`src/rtl/seq_core.sv`:
```
// seq_core: small sequential instruction engine.
//
// Instructions enter through a FIFO queue. A four-state FSM takes them out
// one at a time and executes them against a register file. Results can be
// sent to a UART.
//
// Instruction word layout, IW = 2 + RW + DW bits:
//   [IW-1:IW-2] op   00 PUSH  ra <= imm
//                    01 ADD   rc <= ra + rb      (wraps mod 2^DW)
//                    10 MULT  rc <= low DW bits of ra * rb
//                    11 SEND  transmit ra
//   [IW-3:DW]   ra
//   [DW-1:0]    imm, which also holds rb = imm[2*RW-1:RW] and rc = imm[RW-1:0]
//
// Build option:
//   SEQ_MULT_EN  When defined, MULT is implemented. When undefined, op 10
//                still takes 2 cycles but writes nothing, and no multiplier
//                is built.
//
// Ports:
//   clk           rising-edge clock
//   rst           synchronous reset, active low
//   i_inst        instruction word
//   i_inst_valid  i_inst is offered this cycle (dropped while the queue is full)
//   o_inst_ready  queue is not full
//   o_tx_data     word to the UART; holds its value from TX_WAIT through TX_HOLD
//   o_tx_valid    one-cycle transmit strobe
//   i_tx_busy     UART is transmitting
//   o_busy        queue is non-empty or the FSM is not in IDLE
//   o_fifo_cnt    queue occupancy
module seq_core #(
  parameter  int DW         = 8,
  parameter  int NREG       = 4,
  parameter  int FIFO_DEPTH = 4,
  localparam int RW         = $clog2(NREG),
  localparam int IW         = 2 + RW + DW,
  localparam int AW         = $clog2(FIFO_DEPTH)
) (
  input  logic          clk,
  input  logic          rst,
  input  logic [IW-1:0] i_inst,
  input  logic          i_inst_valid,
  output logic          o_inst_ready,
  output logic [DW-1:0] o_tx_data,
  output logic          o_tx_valid,
  input  logic          i_tx_busy,
  output logic          o_busy,
  output logic [AW:0]   o_fifo_cnt
);

  localparam int CW = AW + 1;
  localparam logic [CW-1:0] FULL_CNT = CW'(FIFO_DEPTH);

  localparam logic [1:0] OP_PUSH = 2'b00;
  localparam logic [1:0] OP_ADD  = 2'b01;
  localparam logic [1:0] OP_MULT = 2'b10;
  localparam logic [1:0] OP_SEND = 2'b11;

  typedef enum logic [1:0] {IDLE, EXEC, TX_WAIT, TX_HOLD} state_e;

  typedef struct packed {
    logic [1:0]    op;
    logic [RW-1:0] ra;
    logic [DW-1:0] imm;
  } inst_t;

  // ---------------- instruction queue ----------------
  inst_t           fifo_mem [FIFO_DEPTH];
  logic [AW-1:0]   wr_ptr, rd_ptr;
  logic [CW-1:0]   cnt;
  logic            full, empty, push, pop;

  assign full  = (cnt == FULL_CNT);
  assign empty = (cnt == '0);
  // The accept decision uses only "full". A dequeue in the same cycle does
  // not open a slot for the incoming word.
  assign push  = i_inst_valid & ~full;

  always_ff @(posedge clk) begin
    if (!rst) begin
      wr_ptr <= '0;
      rd_ptr <= '0;
      cnt    <= '0;
    end else begin
      if (push) begin
        fifo_mem[wr_ptr] <= i_inst;
        wr_ptr           <= wr_ptr + AW'(1);
      end
      if (pop)
        rd_ptr <= rd_ptr + AW'(1);
      case ({push, pop})
        2'b10:   cnt <= cnt + CW'(1);
        2'b01:   cnt <= cnt - CW'(1);
        default: ;
      endcase
    end
  end

  // ---------------- register file / datapath ----------------
  logic [NREG-1:0][DW-1:0] rf;
  inst_t                   ir;
  logic [RW-1:0]           rb, rc;
  logic [DW-1:0]           opa, opb;
  logic                    rf_we;
  logic [RW-1:0]           rf_wa;
  logic [DW-1:0]           rf_wd;
  logic                    tx_ld;

  assign rb  = ir.imm[2*RW-1:RW];
  assign rc  = ir.imm[RW-1:0];
  assign opa = rf[ir.ra];
  assign opb = rf[rb];

`ifdef SEQ_MULT_EN
  logic [DW-1:0] mul_res;
  // The result is sized to DW, so only the low half of the product is kept.
  assign mul_res = opa * opb;
`endif

  always_ff @(posedge clk) begin
    if (!rst) begin
      rf        <= '0;
      ir        <= '0;
      o_tx_data <= '0;
    end else begin
      if (pop)   ir         <= fifo_mem[rd_ptr];
      if (rf_we) rf[rf_wa]  <= rf_wd;
      if (tx_ld) o_tx_data  <= opa;
    end
  end

  // ---------------- control FSM ----------------
  state_e state_q, state_d;

  always_ff @(posedge clk) begin
    if (!rst) state_q <= IDLE;
    else      state_q <= state_d;
  end

  always_comb begin
    state_d    = state_q;
    pop        = 1'b0;
    rf_we      = 1'b0;
    rf_wa      = ir.ra;
    rf_wd      = ir.imm;
    tx_ld      = 1'b0;
    o_tx_valid = 1'b0;
    case (state_q)
      IDLE: begin
        if (!empty) begin
          pop     = 1'b1;
          state_d = EXEC;
        end
      end
      EXEC: begin
        state_d = IDLE;
        case (ir.op)
          OP_PUSH: rf_we = 1'b1;
          OP_ADD: begin
            rf_we = 1'b1;
            rf_wa = rc;
            rf_wd = opa + opb;
          end
          OP_MULT: begin
`ifdef SEQ_MULT_EN
            rf_we = 1'b1;
            rf_wa = rc;
            rf_wd = mul_res;
`endif
          end
          OP_SEND: begin
            tx_ld   = 1'b1;
            state_d = TX_WAIT;
          end
          default: ;
        endcase
      end
      TX_WAIT: begin
        if (!i_tx_busy) begin
          // A reset in this cycle cancels the strobe.
          o_tx_valid = rst;
          state_d    = TX_HOLD;
        end
      end
      TX_HOLD: state_d = IDLE;
      default: state_d = IDLE;
    endcase
  end

  assign o_inst_ready = ~full;
  assign o_busy       = ~empty | (state_q != IDLE);
  assign o_fifo_cnt   = cnt;

endmodule

```
`config.mk`:
```
export PLATFORM = sky130hd
export DESIGN_NAME = seq_core
export DESIGN_NICKNAME = d
export VERILOG_FILES = /design/src/rtl/seq_core.sv
export SDC_FILE = /design/constraint.sdc
export NUM_CORES = 1
export LEC_CHECK = 0
export CORE_MARGIN = 8
export CORE_UTILIZATION = 59
export CTS_CLUSTER_DIAMETER = 50
export DETAILED_ROUTE_END_ITERATION = 16
export PLACE_DENSITY = 0.83
export SLEW_MARGIN = 5
export SYNTH_ARGS = -nofsm -noshare
export SYNTH_HDL_FRONTEND = slang
export SYNTH_SLANG_ARGS = --single-unit
```
`constraint.sdc`:
```
create_clock -name clk -period 2.73 [get_ports clk]
set_input_delay 0.546 -clock clk [delete_from_list [all_inputs] [get_ports clk]]
set_output_delay 0.546 -clock clk [all_outputs]
set_load 0.05 [all_outputs]
```
==> results.json, run 1 <==
{
  "status": "finished, final reports clean",
  "use_met2_pct": 30.54,
  "core-area_mm2": 0.008175,
  "synth_commonest_cells": "dfxtp_1 (61), nand2_1 (52), edfxtp_1 (48)",
  "cts_tree": "done",
  "final_design_area_no_fill_mm2": 0.005683,
  "synthMostInstantiatedCell": "dfxtp_1",
  "pin_count": 30,
  "met1_usage_pct": 22.10,
  "critPathMaxFanout": 5,
  "rows": 33,
  "grt_overflow": 0,
  "clock_latency_ns": 0.39,
  "clkSlewWorstSetupHoldPaths_ns": 0.11,
  "r2r_slack_ns": 0.08,
  "maxCapViolCount": 0,
  "hold_violations": 0,
  "final_layout_size_suffix_gt1_share_pct": 18.68,
  "cts_buffers": 9,
  "antenna_found_initial": 0,
  "die_h_um": 107.4,
  "dieArea_mm2": 0.01154,
  "hold_ws_ns": 0.4583,
  "fmax_mhz": 377.1,
  "drtIter0Drc": 197,
  "synth_warnings": 0,
  "grt_start_max_net_pins": 46,
  "synthCells": 409,
  "post_dp_cell_area_mm2": 0.005430,
  "reg2regPathDepth": 8,
  "tns_ns": 0,
  "die_x_um": 107.4,
  "synth_edf_count": 48,
  "place_congestion": 0.8982,
  "fin_ws_ns": 0.07787,
  "cp.arrival_ns": 2.90,
  "grt_pass1_vias": 3406,
  "wl_mm": 9.944,
  "setup_violations": 0,
  "place_hpwl_mm": 7.209,
  "track_usage_pct": 18.19,
  "vias": 3368,
  "met3_usage_pct": 4.491,
  "timing.final.crit_share_pct": 97.15,
  "diodes": 0,
  "startpoint": "ir[9]$_SDFFE_PN0P_",
  "cp-start-kind": "flop",
  "final_util_pct": 69.51,
  "cts_max_path_buffers": 2,
  "area_growth_pct": 15.22,
  "mappedNetlistArea_mm2": 0.004932,
  "synth_area_leaders": "edfxtp_1 (29%), dfxtp_1 (25%), mux4_2 (9.1%), a21oi_1 (4.7%), mux4_1 (4.3%)",
  "pre_cts_ws_ns": -0.1242,
  "ir_worst_vdd_uv": 550.2,
  "yosysTopAreaCell": "edfxtp_1",
  "drt-pass1-iter-count": 4,
  "worstSetupPathType": "reg2reg",
  "cellPowerDensity_mw_per_mm2": 909.0,
  "post_cts_buffers": 0,
  "nets": 480,
  "grt_pass1_wl_mm": 16.62,
  "syn-num-nets": 439,
  "worst_pin_slew_ns": 0.6482,
  "busiest_layer": "met2",
  "ys_seq_area_share_pct": 53.98,
  "port_buffers": 29,
  "yosysUniqueCellTypes": 49,
  "drc": 0,
  "maxSlewHeadroom_pct": 56.74,
  "end_kind": "flop",
  "layout_min_cycle_time_ns": 2.652,
  "skew_ns": 0.01438,
  "crit_slowest_cell": "mux4_1",
  "cts.root.buffer_cell": "clkbuf_8",
  "cp-endpoint": "rf[7]$_SDFFE_PN0P_",
  "fill_cells": 554,
  "start_util_pct": 60.33,
  "async_flop_share_pct": 0,
  "multiInputGateArea_mm2": 0.002142,
  "r2r_end": "rf[7]$_SDFFE_PN0P_",
  "seqCellArea_mm2": 0.002666,
  "hp-class": "reg2reg",
  "htreeDepth": 3,
  "cpPeakStageDelay_ns": 0.60,
  "yosys_most_used_dff": "dfxtp_1",
  "rsz0062_at_grt": "yes",
  "yosysTopAreaCellShare_pct": 29.22,
  "synth_area_per_cell_um2": 12.06,
  "ys_seq_elements": 109,
  "slew_violations": 0,
  "p_leak_nw": 1.968,
  "worstPathRequired_ns": 2.98,
  "r2r-start": "ir[9]$_SDFFE_PN0P_",
  "postRouteAntennaNets": 0,
  "cts_sinks": 109,
  "path_cells": "buf_4, mux4_1, ha_1, a21o_1, a31o_2, o21a_1, o31ai_4, a21oi_1",
  "drt-vias-per-instance": 6.014,
  "wl_per_cell_um": 17.76
}
registers in the layout, indices dropped and copies added (netlist names), named ones only:
register,count
fifo_mem,48
rf,32
ir,12
o_tx_data,8
o_fifo_cnt,3
rd_ptr,2
wr_ptr,2
state_q,1
cell type report:
type | count | share of cell area (%)
Tap cell | 105 | 2.312
Sequential cell | 109 | 46.92
Timing Repair Buffer | 53 | 8.454
Clock inverter | 7 | 1.585
Clock buffer | 9 | 2.180
Inverter | 13 | 0.8587
Multi-Input combinational cell | 264 | 37.69
metal layers:
layer | routed length (µm) | vias to the layer above
li1 | - | 1603
met1 | 4312 | 1656
met2 | 4978 | 95
met3 | 475 | 14
met4 | 178 | 0
met5 | 0 | -
power by group:
| part | switching (mW) | internal (mW) | leakage (nW) |
|---|---|---|---|
| Combinational | 1.06 | 0.932 | 0.931 |
| Clock | 0.626 | 0.378 | 0.104 |
| Sequential | 0.235 | 1.93 | 0.932 |
| Total | 1.92 | 3.24 | 1.97 |
metrics by stage:
step                cells  power (mW)
floorplan             409       3.575
global placement      544       4.072
detailed placement    544       4.140
CTS                   560       5.138
global route          560       5.442
finish                560       5.166
cells by family after synthesis:
family,after synthesis,synth area share [%]
AO/OA/AOI/OAI,99,11.57
flip-flops,109,53.98
buffers and inverters,36,3.526
multiplexers,32,14.66
adder cells (fa/ha/maj),14,3.856
AND/OR/NAND/NOR,113,11.34
XOR/XNOR,6,1.066
cell usage in the layout (no fill, tap or decap), drive strengths merged, types with 3 or more instances in the layout:
cell / Yosys / layout
nor2: 23 / 23
ha: 12 / 12
edfxtp: 48 / 48
nand2: 52 / 52
and3: 5 / 5
clkbuf: 10 / 9
dfxtp: 61 / 61
buf: 13 / 25
xor2: 3 / 3
o21ai: 23 / 23
inv: 13 / 17
nand3: 6 / 6
xnor2: 3 / 3
and2: 3 / 3
a211oi: 14 / 14
nor2b: 3 / 3
nor3: 4 / 4
mux4: 28 / 28
nand2b: 4 / 4
a21o: 4 / 4
a31oi: 7 / 7
clkdlybuf4s50: 0 / 28
a21oi: 46 / 46
critical path: cells and delay by family, from the launching register on:
family	cells	cell delay [ns]
buf+inv	1	0.15
mux	1	0.60
compound gates	5	1.05
fa+ha+maj	1	0.33
flops	1	0.40
what timing repair did:
item | CTS | global route
resized for setup | 2 | 9
setup endpoints to repair | 14 | 16
hold buffers | 0 | 0
worst min-delay path by stage:
stage / start / slack, ns / cells after the start / to
finish: o_tx_data[2]$_SDFFE_PN0P_ / 0.46 / 2 / o_tx_data[2]$_SDFFE_PN0P_
global placement: ir[7]$_SDFFE_PN0P_ / 0.44 / 2 / ir[7]$_SDFFE_PN0P_
global route: o_tx_data[2]$_SDFFE_PN0P_ / 0.49 / 2 / o_tx_data[2]$_SDFFE_PN0P_
CTS: o_tx_data[2]$_SDFFE_PN0P_ / 0.46 / 2 / o_tx_data[2]$_SDFFE_PN0P_
detailed placement: o_tx_data[2]$_SDFFE_PN0P_ / 0.45 / 2 / o_tx_data[2]$_SDFFE_PN0P_
floorplan: ir[7]$_SDFFE_PN0P_ / 0.43 / 2 / ir[7]$_SDFFE_PN0P_
No activity file was read; power rests on OpenSTA's default activity.
==> run 2: changes to the inputs <==
- SLEW_MARGIN: 5 -> 20
- TNS_END_PERCENT: default -> 100
==> results of run 2 <==
Same layout as run 1: the final DEF is identical, and so are final timing and power.
